===== src/rtl/game_2048_pkg.sv =====
// Shared constants and types for the 2048 board datapath.
// Cell i of a packed board occupies bits [4i+3:4i] and holds a tile exponent.
package game_2048_pkg;

   localparam int N_CELLS = 16;
   localparam int CELL_W  = 4;
   localparam int BOARD_W = N_CELLS * CELL_W;
   localparam int IDX_W   = $clog2(N_CELLS);

   localparam logic [CELL_W-1:0] EXP_EMPTY = 4'd0;
   localparam logic [CELL_W-1:0] EXP_TWO   = 4'd1;
   localparam logic [CELL_W-1:0] EXP_FOUR  = 4'd2;

   typedef enum logic [2:0] {
      IDLE,
      SCAN,
      WAIT,
      WRITE,
      FULL
   } spawn_state_t;

   // Bit i is set when cell i holds the empty exponent.
   function automatic logic [N_CELLS-1:0] empty_mask(input logic [BOARD_W-1:0] board);
      logic [N_CELLS-1:0] mask;
      mask = '0;
      for (int i = 0; i < N_CELLS; i++) begin
         mask[i] = (board[i*CELL_W +: CELL_W] == EXP_EMPTY);
      end
      return mask;
   endfunction

endpackage


===== src/rtl/lowest_set_index.sv =====
// Combinational priority encoder: index of the lowest set bit of a cell mask.
// valid is low when the mask is all zero (index is then 0).
module lowest_set_index
   import game_2048_pkg::*;
(
   input  logic [N_CELLS-1:0] mask,
   output logic [IDX_W-1:0]   index,
   output logic               valid
);

   always_comb begin
      // NOTE: every output gets a default before the loop so no path can infer a latch.
      index = '0;
      valid = 1'b0;
      // Walk downward so the lowest set bit is the last one to assign.
      for (int i = N_CELLS - 1; i >= 0; i--) begin
         if (mask[i]) begin
            index = IDX_W'(i);
            valid = 1'b1;
         end
      end
   end

endmodule


===== src/rtl/tile_spawn_controller.sv =====
// Places one new tile per request: scans the board for empty cells, accepts a
// qualified generator choice or falls back to the lowest empty cell, then writes it once.
module tile_spawn_controller
   import game_2048_pkg::*;
#(
   parameter  int MAX_TRIES = 32,
   localparam int TRY_W     = $clog2(MAX_TRIES)
) (
   input  logic               clk,
   input  logic               rst,
   input  logic               spawn_req,
   input  logic [BOARD_W-1:0] board_in,
   input  logic               gen_done,
   input  logic [IDX_W-1:0]   gen_pos,
   input  logic               gen_four,
   output logic [N_CELLS-1:0] gen_mask,
   output logic               wr_en,
   output logic [IDX_W-1:0]   wr_addr,
   output logic [CELL_W-1:0]  wr_val,
   output logic               busy,
   output logic               spawn_done,
   output logic               board_full
);

   spawn_state_t       state;
   logic [TRY_W-1:0]   tries;
   logic [IDX_W-1:0]   fallback_addr;

   logic [N_CELLS-1:0] scan_mask;
   logic [IDX_W-1:0]   scan_lowest;
   logic               scan_any;
   logic               accept;
   logic               last_try;

   assign scan_mask = empty_mask(board_in);

   // Encoding the live board during SCAN yields the same answer as encoding the
   // latched mask later, and keeps the encoder off the WAIT-state decision path.
   lowest_set_index u_lowest (
      .mask  (scan_mask),
      .index (scan_lowest),
      .valid (scan_any)
   );

   // The generator's word alone is not trusted: the cell must be empty in our own mask.
   assign accept   = gen_done && gen_mask[gen_pos];
   assign last_try = (tries == TRY_W'(MAX_TRIES - 1));

   always_ff @(posedge clk or negedge rst) begin
      if (!rst) begin
         state         <= IDLE;
         tries         <= '0;
         fallback_addr <= '0;
         gen_mask      <= '0;
         wr_en         <= 1'b0;
         wr_addr       <= '0;
         wr_val        <= EXP_EMPTY;
         busy          <= 1'b0;
         spawn_done    <= 1'b0;
         board_full    <= 1'b0;
      end else begin
         // NOTE: state is updated with non-blocking assignments so every register
         // samples pre-edge values, independent of statement order.
         wr_en      <= 1'b0;
         spawn_done <= 1'b0;

         case (state)
            IDLE: begin
               if (spawn_req) begin
                  state      <= SCAN;
                  busy       <= 1'b1;
                  board_full <= 1'b0;
               end
            end

            SCAN: begin
               gen_mask      <= scan_mask;
               fallback_addr <= scan_lowest;
               tries         <= '0;
               if (scan_any) begin
                  state <= WAIT;
               end else begin
                  state      <= FULL;
                  board_full <= 1'b1;
                  spawn_done <= 1'b1;
               end
            end

            WAIT: begin
               // Accept is tested first so it wins over a coincident final try.
               if (accept) begin
                  state      <= WRITE;
                  wr_addr    <= gen_pos;
                  wr_val     <= gen_four ? EXP_FOUR : EXP_TWO;
                  wr_en      <= 1'b1;
                  spawn_done <= 1'b1;
               end else if (last_try) begin
                  state      <= WRITE;
                  wr_addr    <= fallback_addr;
                  wr_val     <= EXP_TWO;
                  wr_en      <= 1'b1;
                  spawn_done <= 1'b1;
               end else begin
                  tries <= tries + 1'b1;
               end
            end

            WRITE, FULL: begin
               state <= IDLE;
               busy  <= 1'b0;
            end

            default: begin
               state <= IDLE;
               busy  <= 1'b0;
            end
         endcase
      end
   end

endmodule


===== config.mk =====
export PLATFORM = sky130hd
export DESIGN_NAME = tile_spawn_controller
export DESIGN_NICKNAME = d
export VERILOG_FILES = /design/src/rtl/game_2048_pkg.sv /design/src/rtl/lowest_set_index.sv /design/src/rtl/tile_spawn_controller.sv
export SDC_FILE = /design/constraint.sdc
export NUM_CORES = 1
export LEC_CHECK = 0
export CORE_MARGIN = 3
export CORE_UTILIZATION = 40
export DETAILED_ROUTE_END_ITERATION = 10
export PLACE_DENSITY_LB_ADDON = 0.05
export SYNTH_ARGS = -nofsm -noshare
export SYNTH_HDL_FRONTEND = slang
export SYNTH_SLANG_ARGS = --single-unit

===== constraint.sdc =====
create_clock -name clk -period 2.1 [get_ports clk]
set_input_delay 0.315 -clock clk [delete_from_list [all_inputs] [get_ports clk]]
set_output_delay 0.315 -clock clk [all_outputs]
set_load 0.01 [all_outputs]

==> flow_summary.json <==
{
  "cp.required_ps": 2280,
  "antennaDiodeCount": 0,
  "drtIter0Drc": 100,
  "path_buf_inv": 2,
  "final_nets": 419,
  "synth_top_cells_by_area": "dfrtp_1 45%, nand2_1 7.0%, or4_1 5.7%",
  "clk_pin_slew_ps": 70,
  "antenna_left": 0,
  "cap_viol_max_count": 0,
  "drc_errors": 0,
  "grt_use_met2": 0.3459,
  "cts_setup_buffers": 0,
  "grt_pass1_vias": 2132,
  "grt_max_degree": 39,
  "tightest_slew_ps": 851.9,
  "pwr-share-seq": 0.378,
  "synth_ff_type": "dfrtp_1",
  "clock_skew_ps": 4.552,
  "cts_sinks": 38,
  "synth-edff-count": 0,
  "antenna_found_initial": 0,
  "clk_latency_ps": 280,
  "seq_area_um2": 950.9,
  "setup_violations": 0,
  "vias_per_cell": 5.204,
  "synthArstFlopShare": 1.000,
  "portBuffers": 98,
  "path_cells": "clkdlybuf4s50_1 > and2b_2 > a221oi_2 > nand2_1 > buf_4 > a21o_2 > a32o_1",
  "htreeDepth": 2,
  "multi_input_area_mm2": 0.001054,
  "finalWeightedCongestion": 0.7967,
  "core_mm2": 0.004880,
  "cts_tree": "yes",
  "p_comb_frac": 0.419,
  "grt_pass1_wl_um": 10010,
  "yosys.cell_types.count": 42,
  "synth_top_area_share": 0.4548,
  "drt-wirelength-per-cell_um": 14.40,
  "fmax_ghz": 0.5049,
  "startpoint_type": "primary input",
  "ir_drop_mv": 0.7029,
  "cpLargestDelayFamily": "buffers and inverters",
  "finalCritPeriodShare": 0.9431,
  "syn_area_per_cell_um2": 9.418,
  "num_rows": 25,
  "routed_wl_um": 5918,
  "dpl.hpwl_um": 4881,
  "yosysSeqAreaShare": 0.4548,
  "outcome": "finished clean",
  "syn2layout_area_growth_pct": 63.79,
  "cpMaxStageDelayCell": "clkdlybuf4s50_1",
  "critical_path_peak_fanout": 5,
  "synth_area_mm2": 0.002091,
  "numCtsBuffers": 5,
  "end_kind": "flip-flop",
  "clockBufferDepth": 2,
  "timing_worst_setup_path_type": "primary input to flip-flop",
  "die_y_um": 78.30,
  "die_area_mm2": 0.006130,
  "synth_cells": 222,
  "rsz0062_at_grt": "no",
  "yosysWarnings": 0,
  "use_met1": 0.2669,
  "power_switching_share": 0.3339,
  "ios": 101,
  "die_x_um": 78.30,
  "cp_slowest_stage_delay_ps": 570,
  "ys_ff_latch": 38,
  "hold_path.class": "primary input to asynchronous set/reset pin",
  "final-hold-violation-count": 0,
  "fillers": 414,
  "grt_remaining_overflow": 0,
  "power.internal_mw": 2.046,
  "grt_util_met3": 0.05390,
  "setup_ws_ps": 119.5,
  "place_worst_setup_slack_ps": -342.2,
  "min_period_ps": 1981,
  "top_usage_layer": "met2",
  "ctsRootBufferMaster": "clkbuf_8",
  "p_leak_nw": 1.503,
  "reg2regPathDepth": 7,
  "switchingPower_mw": 1.025,
  "maxSlewHeadroom": 0.4321,
  "clkPwrFrac": 0.203,
  "yosys.area.top_type": "dfrtp_1",
  "power.density_mw_per_mm2": 896.7,
  "drive_above_1_share": 0.1337,
  "path_depth": 7,
  "initial_core_util": 0.4285,
  "grt_usage": 0.2046,
  "num_vias": 2139,
  "drtPass1Iterations": 4,
  "fin_total_pwr_mw": 3.071,
  "arrival_ps": 2160,
  "maxSlewViolCount": 0
}
==> registers in the layout, indices dropped and copies added, names as in the netlist <==
register,cells
wr_val,2
wr_addr,4
fallback_addr,4
state,3
gen_mask,16
spawn_done,1
wr_en,1
busy,1
tries,5
board_full,1
==> routing by layer <==
layer,vias up,part of all wire,routed length [um]
met2,59,0.50,2958
met4,0,0.0025,15
met3,2,0.060,355
met5,-,0,0
met1,1023,0.44,2588
li1,1055,-,-
==> synthesized netlist by cell type, drive strengths merged, types with 5 or more instances <==
cell and instances:
inv 8, or4 16, dfrtp 38, a21oi 8, clkbuf 6, buf 5, and3 7, nand2 39
o211ai 6, nand4 7, nand3 6, mux2i 8, nor2 10, o21ai 20
==> cell usage in the layout, fill, tap and decap left out, types with 3 or more instances in the layout <==
master / count
a32oi_1: 4
o211ai_1: 6
nor4_1: 3
buf_4: 26
nand3_1: 5
mux2i_1: 8
a21oi_1: 8
clkbuf_8: 6
nor2_1: 10
dfrtp_1: 38
nand2_1: 39
or4_1: 16
o21ai_0: 20
inv_1: 8
nand4_1: 7
clkdlybuf4s50_1: 96
and3_1: 6
nor2b_1: 4
==> cell type report <==
cell class	instances	area share
clock buffer	6	0.02411
multi-input combinational	166	0.3076
sequential	38	0.2777
inverter	8	0.008769
timing repair buffer	125	0.3486
tap	67	0.02448
clock inverter	1	0.008769
==> power groups by stage <==
stage | Clock, mW | Combinational [mW] | Sequential [mW]
final | 0.624 | 1.29 | 1.16
after detailed placement | 0 | 1.29 | 1.17
after floorplan | 0 | 0.587 | 1.19
after global routing | 0.673 | 1.42 | 1.20
after CTS | 0.646 | 1.30 | 1.16
after global placement | 0 | 1.27 | 1.17
==> stage by stage <==
step                        util  cell area (um2)  hold WS [ps]  setup TNS, ps  instances
final                     0.7018             3425         130.7              0        411
after global placement    0.6767             3302         465.4          -3113        404
after floorplan                -             2095         19.41              0        223
after detailed placement  0.6767             3302         464.9          -3711        404
after global routing      0.7018             3425         198.0              0        411
after CTS                 0.7000             3416         153.4              0        411
==> path summary, 6_finish.rpt <==
kind,startpoint,endpoint,slack [ps]
worst max register to register,tries[0]$_DFFE_PN0P_,wr_val[1]$_DFFE_PN0P_,240
max in group asynchronous,rst,gen_mask[3]$_DFFE_PN0P_,1430
worst min register to register,tries[3]$_DFFE_PN0P_,tries[3]$_DFFE_PN0P_,480
worst min-delay path,rst,gen_mask[14]$_DFFE_PN0P_,130
min in group clk,tries[3]$_DFFE_PN0P_,tries[3]$_DFFE_PN0P_,480
worst max-delay path,gen_pos[2],wr_val[1]$_DFFE_PN0P_,120
==> worst reg2reg max path, delay by kind of cell (launching register included) <==
| kind | cells | cell delay [ps] |
|---|---|---|
| AOI/OAI and AO/OA | 3 | 510 |
| adders and majority gates | 2 | 520 |
| buffers and inverters | 1 | 150 |
| DFF | 1 | 410 |
| and+or+nand+nor | 1 | 160 |
==> timing repair <==
action	CTS	global route
resized for setup	1	2
cloned	0	0
hold endpoints to repair	0	0
setup endpoints to repair	2	12
hold buffers	0	0
==> cell families (layout without fill, tap and decap cells) <==
group,Yosys count,in the layout,synth area share
flops,38,38,0.4548
other cells,1,2,0.001794
mux,10,10,0.06164
simple gates,101,101,0.2555
buf+inv,19,140,0.04668
compound gates,51,51,0.1676
fa+ha+maj,2,2,0.01197
No activity file was read; power rests on OpenSTA's default activity.
